### src/rtl/mem_access_pkg.sv
// Shared types, lane constants and lane-alignment helpers for the load/store unit.
package mem_access_pkg;

  typedef enum logic [1:0] {
    SZ_BYTE = 2'd0,
    SZ_HALF = 2'd1,
    SZ_WORD = 2'd2,
    SZ_RSVD = 2'd3
  } size_e;

  typedef enum logic [2:0] {
    ST_IDLE   = 3'd0,
    ST_ACCESS = 3'd1,
    ST_MERGE  = 3'd2,
    ST_WRITE  = 3'd3,
    ST_RESP   = 3'd4
  } state_e;

  // Byte lane offsets within a little-endian word
  localparam logic [1:0] LANE0 = 2'd0;
  localparam logic [1:0] LANE1 = 2'd1;
  localparam logic [1:0] LANE2 = 2'd2;
  localparam logic [1:0] LANE3 = 2'd3;

  // Pick the addressed byte/half out of a RAM word and sign/zero extend it
  function automatic logic [31:0] load_extend(input logic [31:0] word,
                                              input logic [1:0]  offset,
                                              input size_e       size,
                                              input logic        uns);
    logic [31:0] shifted;
    logic [31:0] res;
    shifted = word >> {offset, 3'b000};
    case (size)
      SZ_BYTE: res = uns ? {24'd0, shifted[7:0]}   : {{24{shifted[7]}}, shifted[7:0]};
      SZ_HALF: res = uns ? {16'd0, shifted[15:0]}  : {{16{shifted[15]}}, shifted[15:0]};
      SZ_WORD: res = word;
      default: res = 32'd0;
    endcase
    return res;
  endfunction

  // Replace the addressed byte/half lane of a RAM word with store data
  function automatic logic [31:0] store_merge(input logic [31:0] word,
                                              input logic [31:0] data,
                                              input logic [1:0]  offset,
                                              input size_e       size);
    logic [31:0] res;
    case (size)
      SZ_BYTE: begin
        case (offset)
          LANE0:   res = {word[31:8], data[7:0]};
          LANE1:   res = {word[31:16], data[7:0], word[7:0]};
          LANE2:   res = {word[31:24], data[7:0], word[15:0]};
          LANE3:   res = {data[7:0], word[23:0]};
          default: res = word;
        endcase
      end
      SZ_HALF: res = offset[1] ? {data[15:0], word[15:0]} : {word[31:16], data[15:0]};
      SZ_WORD: res = data;
      default: res = word;
    endcase
    return res;
  endfunction

endpackage

### src/rtl/mem_lane_align.sv
// Combinational lane alignment: load extraction/extension and store merge.
module mem_lane_align
  import mem_access_pkg::*;
(
  input  logic [31:0] word,
  input  logic [31:0] data,
  input  logic [1:0]  offset,
  input  size_e       size,
  input  logic        uns,
  output logic [31:0] load_data,
  output logic [31:0] merge_data
);

  assign load_data  = load_extend(word, offset, size, uns);
  assign merge_data = store_merge(word, data, offset, size);

endmodule

### src/rtl/mem_access_unit.sv
// Load/store front-end: one request at a time, read-modify-write for sub-word stores.
module mem_access_unit
  import mem_access_pkg::*;
#(
  parameter int RAM_WORDS = 64
) (
  input  logic        clk,
  input  logic        rst_n,
  input  logic        req_valid,
  output logic        req_ready,
  input  logic        req_we,
  input  logic [1:0]  req_size,
  input  logic        req_unsigned,
  input  logic [31:0] req_addr,
  input  logic [31:0] req_wdata,
  output logic        resp_valid,
  output logic [31:0] resp_rdata,
  output logic        resp_err,
  output logic [31:0] ram_addr,
  output logic        ram_enab,
  output logic [31:0] ram_wdata,
  input  logic [31:0] ram_rdata
);

  localparam logic [29:0] RAM_WORDS_W = 30'(RAM_WORDS);

  state_e      state_r;
  state_e      state_s;
  logic [31:0] addr_r;
  logic [31:0] wdata_r;
  size_e       size_r;
  logic        we_r;
  logic        uns_r;
  logic [31:0] resp_rdata_r;
  logic        resp_err_r;
  logic        accept_s;
  logic        req_err_s;
  logic [31:0] load_s;
  logic [31:0] merge_s;

  assign accept_s = req_valid && (state_r == ST_IDLE);

  // Request is rejected before touching RAM if misaligned, reserved size or out of range
  assign req_err_s = (req_size == SZ_RSVD)
                  || ((req_size == SZ_HALF) && req_addr[0])
                  || ((req_size == SZ_WORD) && (req_addr[1:0] != 2'b00))
                  || (req_addr[31:2] >= RAM_WORDS_W);

  mem_lane_align u_align (
    .word       (ram_rdata),
    .data       (wdata_r),
    .offset     (addr_r[1:0]),
    .size       (size_r),
    .uns        (uns_r),
    .load_data  (load_s),
    .merge_data (merge_s)
  );

  // State register
  always_ff @(posedge clk or negedge rst_n) begin
    if (!rst_n) begin
      state_r <= ST_IDLE;
    end else begin
      state_r <= state_s;
    end
  end

  // Next-state and state-decoded handshake / RAM strobe
  always_comb begin
    state_s    = state_r;
    req_ready  = 1'b0;
    resp_valid = 1'b0;
    ram_enab   = 1'b0;
    case (state_r)
      ST_IDLE: begin
        req_ready = 1'b1;
        if (accept_s) begin
          if (req_err_s) begin
            state_s = ST_RESP;
          end else if (!req_we) begin
            state_s = ST_ACCESS;
          end else if (req_size == SZ_WORD) begin
            state_s = ST_WRITE;
          end else begin
            state_s = ST_MERGE;
          end
        end else begin
          state_s = ST_IDLE;
        end
      end
      ST_ACCESS: state_s = ST_RESP;
      ST_MERGE:  state_s = ST_WRITE;
      ST_WRITE: begin
        ram_enab = 1'b1;
        state_s  = ST_RESP;
      end
      ST_RESP: begin
        resp_valid = 1'b1;
        state_s    = ST_IDLE;
      end
      default: state_s = ST_IDLE;
    endcase
  end

  // Request latches, merged write word and held response registers
  always_ff @(posedge clk or negedge rst_n) begin
    if (!rst_n) begin
      addr_r       <= 32'd0;
      wdata_r      <= 32'd0;
      size_r       <= SZ_BYTE;
      we_r         <= 1'b0;
      uns_r        <= 1'b0;
      resp_rdata_r <= 32'd0;
      resp_err_r   <= 1'b0;
    end else begin
      case (state_r)
        ST_IDLE: begin
          if (accept_s) begin
            addr_r       <= req_addr;
            wdata_r      <= req_wdata;
            size_r       <= size_e'(req_size);
            we_r         <= req_we;
            uns_r        <= req_unsigned;
            resp_rdata_r <= 32'd0;
            resp_err_r   <= req_err_s;
          end
        end
        ST_ACCESS: resp_rdata_r <= load_s;
        ST_MERGE:  wdata_r      <= merge_s;
        default: begin
        end
      endcase
    end
  end

  assign ram_addr   = {addr_r[31:2], 2'b00};
  assign ram_wdata  = wdata_r;
  assign resp_rdata = resp_rdata_r;
  assign resp_err   = resp_err_r;

endmodule

### config.mk
export PLATFORM = sky130hd
export DESIGN_NAME = mem_access_unit
export DESIGN_NICKNAME = d
export VERILOG_FILES = /design/src/rtl/mem_access_pkg.sv /design/src/rtl/mem_lane_align.sv /design/src/rtl/mem_access_unit.sv
export SDC_FILE = /design/constraint.sdc
export NUM_CORES = 1
export LEC_CHECK = 0
export CAP_MARGIN = 10
export CORE_AREA = 2 2 115 117
export DETAILED_ROUTE_END_ITERATION = 6
export DIE_AREA = 0 0 117 119
export MAX_ROUTING_LAYER = met4
export PLACE_DENSITY_LB_ADDON = 0.1
export SETUP_SLACK_MARGIN = 0.1
export SLEW_MARGIN = 20
export SYNTH_ARGS = -nofsm -noshare
export SYNTH_HDL_FRONTEND = slang
export SYNTH_SLANG_ARGS = --single-unit
### constraint.sdc
create_clock -name clk -period 2.9 [get_ports clk]
set_clock_uncertainty 0.15 [all_clocks]
set_input_delay 0.87 -clock clk [delete_from_list [all_inputs] [get_ports clk]]
set_output_delay 0.87 -clock clk [all_outputs]
set_load 0.01 [all_outputs]
Yosys cells after proc, flatten, opt, wreduce, memory -nomap -nowiden
Cells that the tools add are included.
{"block": "word_totals", "reg_bits": 103, "latch_bits": 0, "ram_bits": 0, "mem_bits_ro": 0, "inputBits": 103, "out_inout_bits": 100, "elab_cells": 63, "mem_count": 0}
{"block": "op_classes", "addsub": 0, "mul": 0, "div_mod_pow": 0, "order_cmp": 1, "eq_ne": 16, "n_shift": 1, "n_mux": 18, "bitwise": 0, "reduce_logical": 18}
{"cell": "one-hot mux 32 bit (3 select lines)", "count": 2}
{"cell": "two-way mux 32 bit", "count": 5}
{"cell": "one-hot mux 32 bit (2 select lines)", "count": 2}
{"cell": "one-hot mux 32 bit (4 select lines)", "count": 1}
{"cell": ">> shifter 32 x 5 -> 16 bit", "count": 1}
{"cell": ">= comparator 30 x 7 -> 1 bit (second input constant)", "count": 1}
{"cell": "equality test 2 bit (second input constant)", "count": 5}
{"cell": "one-hot mux 3 bit (3 select lines)", "count": 1}
{"cell": "equality test 2 x 1 -> 1 bit (second input constant)", "count": 3}
{"cell": "equality test 3 x 2 -> 1 bit (second input constant)", "count": 2}
{"cell": "two-way mux 3 bit", "count": 2}
{"cell": "inequality test 3 bit (second input constant)", "count": 2}
{"cell": "nonzero test 2 bit", "count": 3}
{"cell": "AND reduction 5 bit", "count": 1}
{"cell": "logical NOT 2 bit", "count": 2}
{"cell": "two-way mux 1 bit", "count": 4}
{"cell": "inequality test 2 bit (second input constant)", "count": 2}
{"cell": "AND reduction 2 bit", "count": 2}
{"cell": "AND reduction 4 bit", "count": 1}
{"cell": "equality test 3 x 1 -> 1 bit (second input constant)", "count": 1}
{"cell": "equality test 3 bit (second input constant)", "count": 1}
{"cell": "logical AND 1 bit", "count": 3}
{"cell": "logical NOT 3 bit", "count": 1}
{"cell": "logical OR 1 bit", "count": 3}
{"cell": "3 further kinds", "count": 3}

Depth between registers and ports, before layout
{"block": "logic_depth", "ltp_word": 8, "ltp_mapped": 7, "ltp_nobuf": 4}

By module
From an unflattened synthesis, not the netlist that was laid out.
{"block": "hier_totals", "hier_cells": 697, "hier_area_um2": 6054.6}
{"mod": "mem_access_unit", "n_inst": 1, "cells_per_inst": 488, "area_each_um2": 4514.3, "seq_area_each_um2": 2577.5}
{"mod": "mem_lane_align", "n_inst": 1, "cells_per_inst": 209, "area_each_um2": 1540.2, "seq_area_each_um2": 0.0}

Worst setup path after synthesis
No wires, ideal clock.
{"block": "synth_timing", "kind": "input to register", "from": "in req_addr[22]", "to": "reg resp_err_r, in the netlist resp_err", "setup_ns": 0.136, "t_arrival_ns": 2.080, "required_time_ns": 2.614, "setup_slack_ns": 0.534, "cell_stages": 4, "n_path_buf": 0, "path_cell_list": "or4_1 a211oi_1 nor4b_1 o21ai_0"}
{"block": "synth_via", "elab_chain_len": 2}
{"element": "start: declaration", "line": "mem_access_unit.sv:14", "rtl": "input logic [31:0] req_addr,"}
{"element": ">= comparator 30 x 7 -> 1 bit", "line": "mem_access_unit.sv:47", "rtl": "|| (req_addr[31:2] >= RAM_WORDS_W);"}
{"element": "logical OR 1 bit", "line": "mem_access_unit.sv:47"}
{"element": "end signal: assignment", "line": "mem_access_unit.sv:125", "rtl": "resp_err_r <= req_err_s;"}
{"element": "end: declaration", "line": "mem_access_unit.sv:35", "rtl": "logic resp_err_r;"}
No other way between the ends.
A chain may end at the register's enable or synchronous reset.

Worst setup path in the final report
{"block": "layout_timing", "from": "reg state_r[1]", "to": "out ram_enab"}
{"block": "layout_via", "elab_chain_len": 2}
{"element": "start: declaration", "line": "mem_access_unit.sv:27", "rtl": "state_e state_r;"}
{"element": "start signal: assignment", "line": "mem_access_unit.sv:64", "rtl": "state_r <= state_s;"}
{"element": "equality test 3 x 2 -> 1 bit", "line": "mem_access_unit.sv:74", "rtl": "case (state_r)"}
{"element": "two-way mux 1 bit", "line": "mem_access_unit.sv:74"}
{"element": "end: declaration", "line": "mem_access_unit.sv:20", "rtl": "output logic ram_enab,"}
No other way between the ends.

==> impl_metrics.csv <==
group,metric,value,unit
outcome,status,"finished with violations",
outcome,failed_checks,"design-rule violations",
sta,setup_repair_after_global_routing_missed_its_margin,"yes",
worst_setup_path,r2r_cells,6,
sta,tightest_slew,0.8703,ns
clocking,clkLatencyLatePin,0.36,ns
drt,ant_nets,0,
synth,post_synth_inst_count,588,
pwr,finalPower,0.003921,W
final_layout,fillers,1111,
die,die_ht,119,um
synth,synthDistinctLibCells,54,
global_routing,via_count_of_the_first_global_routing_pass,5314,
worst_setup_path,path_depth,3,
clocking,clock_tree_from_tritoncts,"built",
sta,worst_max_slew_margin_expressed_relative_to_the_limit,41.49,%
clocking,clk_root_buffer_cell,"sky130_fd_sc_hd__clkbuf_16",
clocking,clock-sinks,103,
synth,async_flop_share,100.0,%
worst_setup_path,r2r_setup_slack,0.35,ns
sta,totalNegativeSetupSlack,0,ns
clocking,h_tree_level_count,3,
sta,setup_viols_final,0,
worst_setup_path,required,1.88,ns
die,die_area,13920,um2
worst_setup_path,setup.worst_path.end,"ram_enab",
synth,syn-mean-instance-area,9.516,um2
worst_setup_path,timing.critical_path.to_type,"output pin",
final_layout,n_antenna_cell,0,
worst_setup_path,critical_path.top_delay_family,"buffers and inverters",
final_layout,fin_nets,858,
worst_setup_path,criticalPathCategory,"reg2out",
sta,final-max-slew-violation-count,0,
global_routing,grt_pass1_wl,28.34,mm
worst_setup_path,critPathBufInv,2,
final_layout,final_common_cell,"sky130_fd_sc_hd__clkdlybuf4s50_1",
placed_design,hpwlAfterDp,13.85,mm
global_routing,grt_start_max_net_pins,56,
sta,hold_violations,0,
pwr,leakage,3.507,nW
clocking,post-cts-setup-buffer-count,0,
drt,post_drt_via_cell_ratio,5.643,
worst_setup_path,critPathLaunchType,"flip-flop",
synth,postSynthRegisterBits,103,
global_routing,global_route.overflow_total,0,
final_layout,areaGrowthSynthToFinish,41.82,%
die,row_count,42,
final_layout,finalCoreUtilization,61.63,%
synth,yosys_most_used_dff,"sky130_fd_sc_hd__dfrtp_1",
sta,final.period_utilization,94.85,%
clocking,cts_clock_pin_slew_for_the_worst_setup_and_hold_paths,0.07,ns
pwr,power.density_cell_area,494.2,nW/um2
drt,drc_viols,1,
drt,met2_routed_length,8.746,mm
pwr,vdd_ir_drop_max,0.0003559,V
drt,route.top_layer_used,"met4",
placed_design,place.gp.congestion,0.9066,
synth,synth_enable_flop_cells,0,
worst_setup_path,timing.critical_path.cells,"inv_1 > nor3_1 > clkdlybuf4s50_1",
die,die_width,117,um
die,core_region_area,12870,um2
global_routing,grt.total_usage,27.56,%
synth,ys_seq_area_share,46.06,%
clocking,deepest_clock_path_buffer_count,2,
sta,timing.final.ws_setup,0.1493,ns
worst_setup_path,arrival,1.73,ns
worst_setup_path,r2r-start,"addr_r[1]",
placed_design,placement.setup.worst_slack,-0.2020,ns
worst_setup_path,worst-path-max-fanout,8,
drt,detail_route.first_pass.iterations,7,
worst_setup_path,worst_path_largest_cell_delay,0.57,ns
sta,finalWorstPathRequiredPeriod,2.751,ns
final_layout,most-common-layout-cells,"sky130_fd_sc_hd__clkdlybuf4s50_1 (199), sky130_fd_sc_hd__nand2_1 (140), sky130_fd_sc_hd__dfrtp_1 (102), sky130_fd_sc_hd__buf_4 (32), sky130_fd_sc_hd__nor2_1 (31)",
drt,routed_wl,18.43,mm
worst_hold_path,timing.hold.worst.class,"in2async",
worst_setup_path,cp-startpoint,"state_r[1]",
global_routing,grt_antenna_before_repair,0,
sta,fin_worst_hold_slack,0.3082,ns
drt,drt-wirelength-per-cell,19.69,um
drt,met3_length,1.517,mm
synth,syn-cell-area,5595,um2
placed_design,port_buffers,200,
drt,dr_total_vias,5282,
drt,wl_met1,7.673,mm
final_layout,drive_gt1_share,9.868,%
die,io-pin-count,203,
worst_setup_path,reg2reg_to,"ram_wdata[13]",
flow_run,max_cap_violation_count,0,
clocking,cts_made_buffers,9,
sta,max_clock_freq,363.5,MHz
worst_setup_path,critical_path.slowest_cell,"sky130_fd_sc_hd__clkdlybuf4s50_1",
drt,drtIter0Drc,463,
die,start_util,43.46,%
synth,yosysWarningCount,0,
==> Yosys cell counts, drive strengths merged (3+ instances only) <==
library cell | instances | share of area, %
a222oi | 6 | 1.1
o2bb2ai | 7 | 1.1
nand2b | 3 | 0.34
o21ai | 15 | 1.3
a21oi | 8 | 0.72
and3 | 9 | 1.0
a221oi | 10 | 1.6
clkbuf | 29 | 1.9
mux2i | 11 | 2.0
o311a | 4 | 0.72
a22o | 12 | 1.9
nor3 | 6 | 0.63
mux2 | 16 | 3.8
nor4 | 9 | 1.0
nand2 | 140 | 9.4
dfrtp | 103 | 46
nand3 | 10 | 1.1
nor2 | 31 | 2.1
a32oi | 5 | 0.78
nor2b | 8 | 0.89
or3b | 3 | 0.47
buf | 48 | 6.1
a22oi | 9 | 1.2
a31oi | 3 | 0.34
a221o | 16 | 2.9
o31ai | 25 | 3.4
a2bb2oi | 7 | 1.1
inv | 3 | 0.20
a211oi | 9 | 1.2
==> cell families after synthesis <==
kind of cell | Yosys count | synth area share (%)
flops | 103 | 46.06
other cells | 1 | 0.06702
mux | 28 | 6.127
simple gates | 231 | 18.49
compound gates | 145 | 21.00
buf+inv | 80 | 8.251
==> sequential cells by signal (all words and copies together) (netlist names) <==
name,count
addr_r,32
ram_wdata,32
resp_err,1
resp_rdata,32
size_r,2
state_r,3
uns_r,1
==> per-stage QoR <==
stage / cells / cell area (um2)
finish: 936 / 7935
global route: 936 / 7935
CTS: 936 / 7921
detailed placement: 920 / 7621
global placement: 920 / 7621
floorplan: 589 / 5599
==> layout make-up <==
type                       instances  area (um2)  share of cell area, %
multi-input combinational        406        2577                  32.48
timing repair buffer             232        2252                  28.38
clock inverter                     3       25.02                 0.3154
clock buffer                      13       270.3                  3.406
inverter                           3       11.26                 0.1419
tap                              176       220.2                  2.775
sequential                       103        2579                  32.50
==> worst min-delay path by stage <==
stage / cells past startpoint / to
6_report: 1 / ram_wdata[29]
5_1_grt: 1 / ram_wdata[29]
4_1_cts: 1 / ram_wdata[29]
3_5_place_dp: 2 / addr_r[18]
3_3_place_gp: 2 / addr_r[13]
2_1_floorplan: 2 / addr_r[10]
==> worst reg2reg max path, cell delays in order, from the launching register on <==
cell	delay, ns
sky130_fd_sc_hd__dfrtp_1	0.59
sky130_fd_sc_hd__buf_4	0.30
sky130_fd_sc_hd__nor2b_1	0.12
sky130_fd_sc_hd__buf_4	0.16
sky130_fd_sc_hd__nor3b_1	0.59
sky130_fd_sc_hd__a221oi_1	0.28
sky130_fd_sc_hd__o31ai_1	0.27
==> layer usage <==
layer / track usage [%] / up-vias
met4: 9.265 / 0
met3: 5.954 / 37
met1: 35.70 / 2527
met5: - / -
li1: - / 2449
met2: 42.99 / 269
==> repair_timing <==
action | CTS | global route
endpoints found under the hold margin | 0 | 0
pin swaps | 0 | 0
gates resized for setup | 1 | 3
hold buffers | 0 | 0
setup endpoints to repair | 1 | 4
==> power breakdown <==
part	switching, W	leakage (nW)	internal (W)	total [W]
clock network	0.000558	0.142	0.000659	0.00122
registers	0.000131	1.32	0.00156	0.00169
logic	0.000471	2.05	0.000542	0.00101
Note: power is estimated with default switching activity, not from simulation.
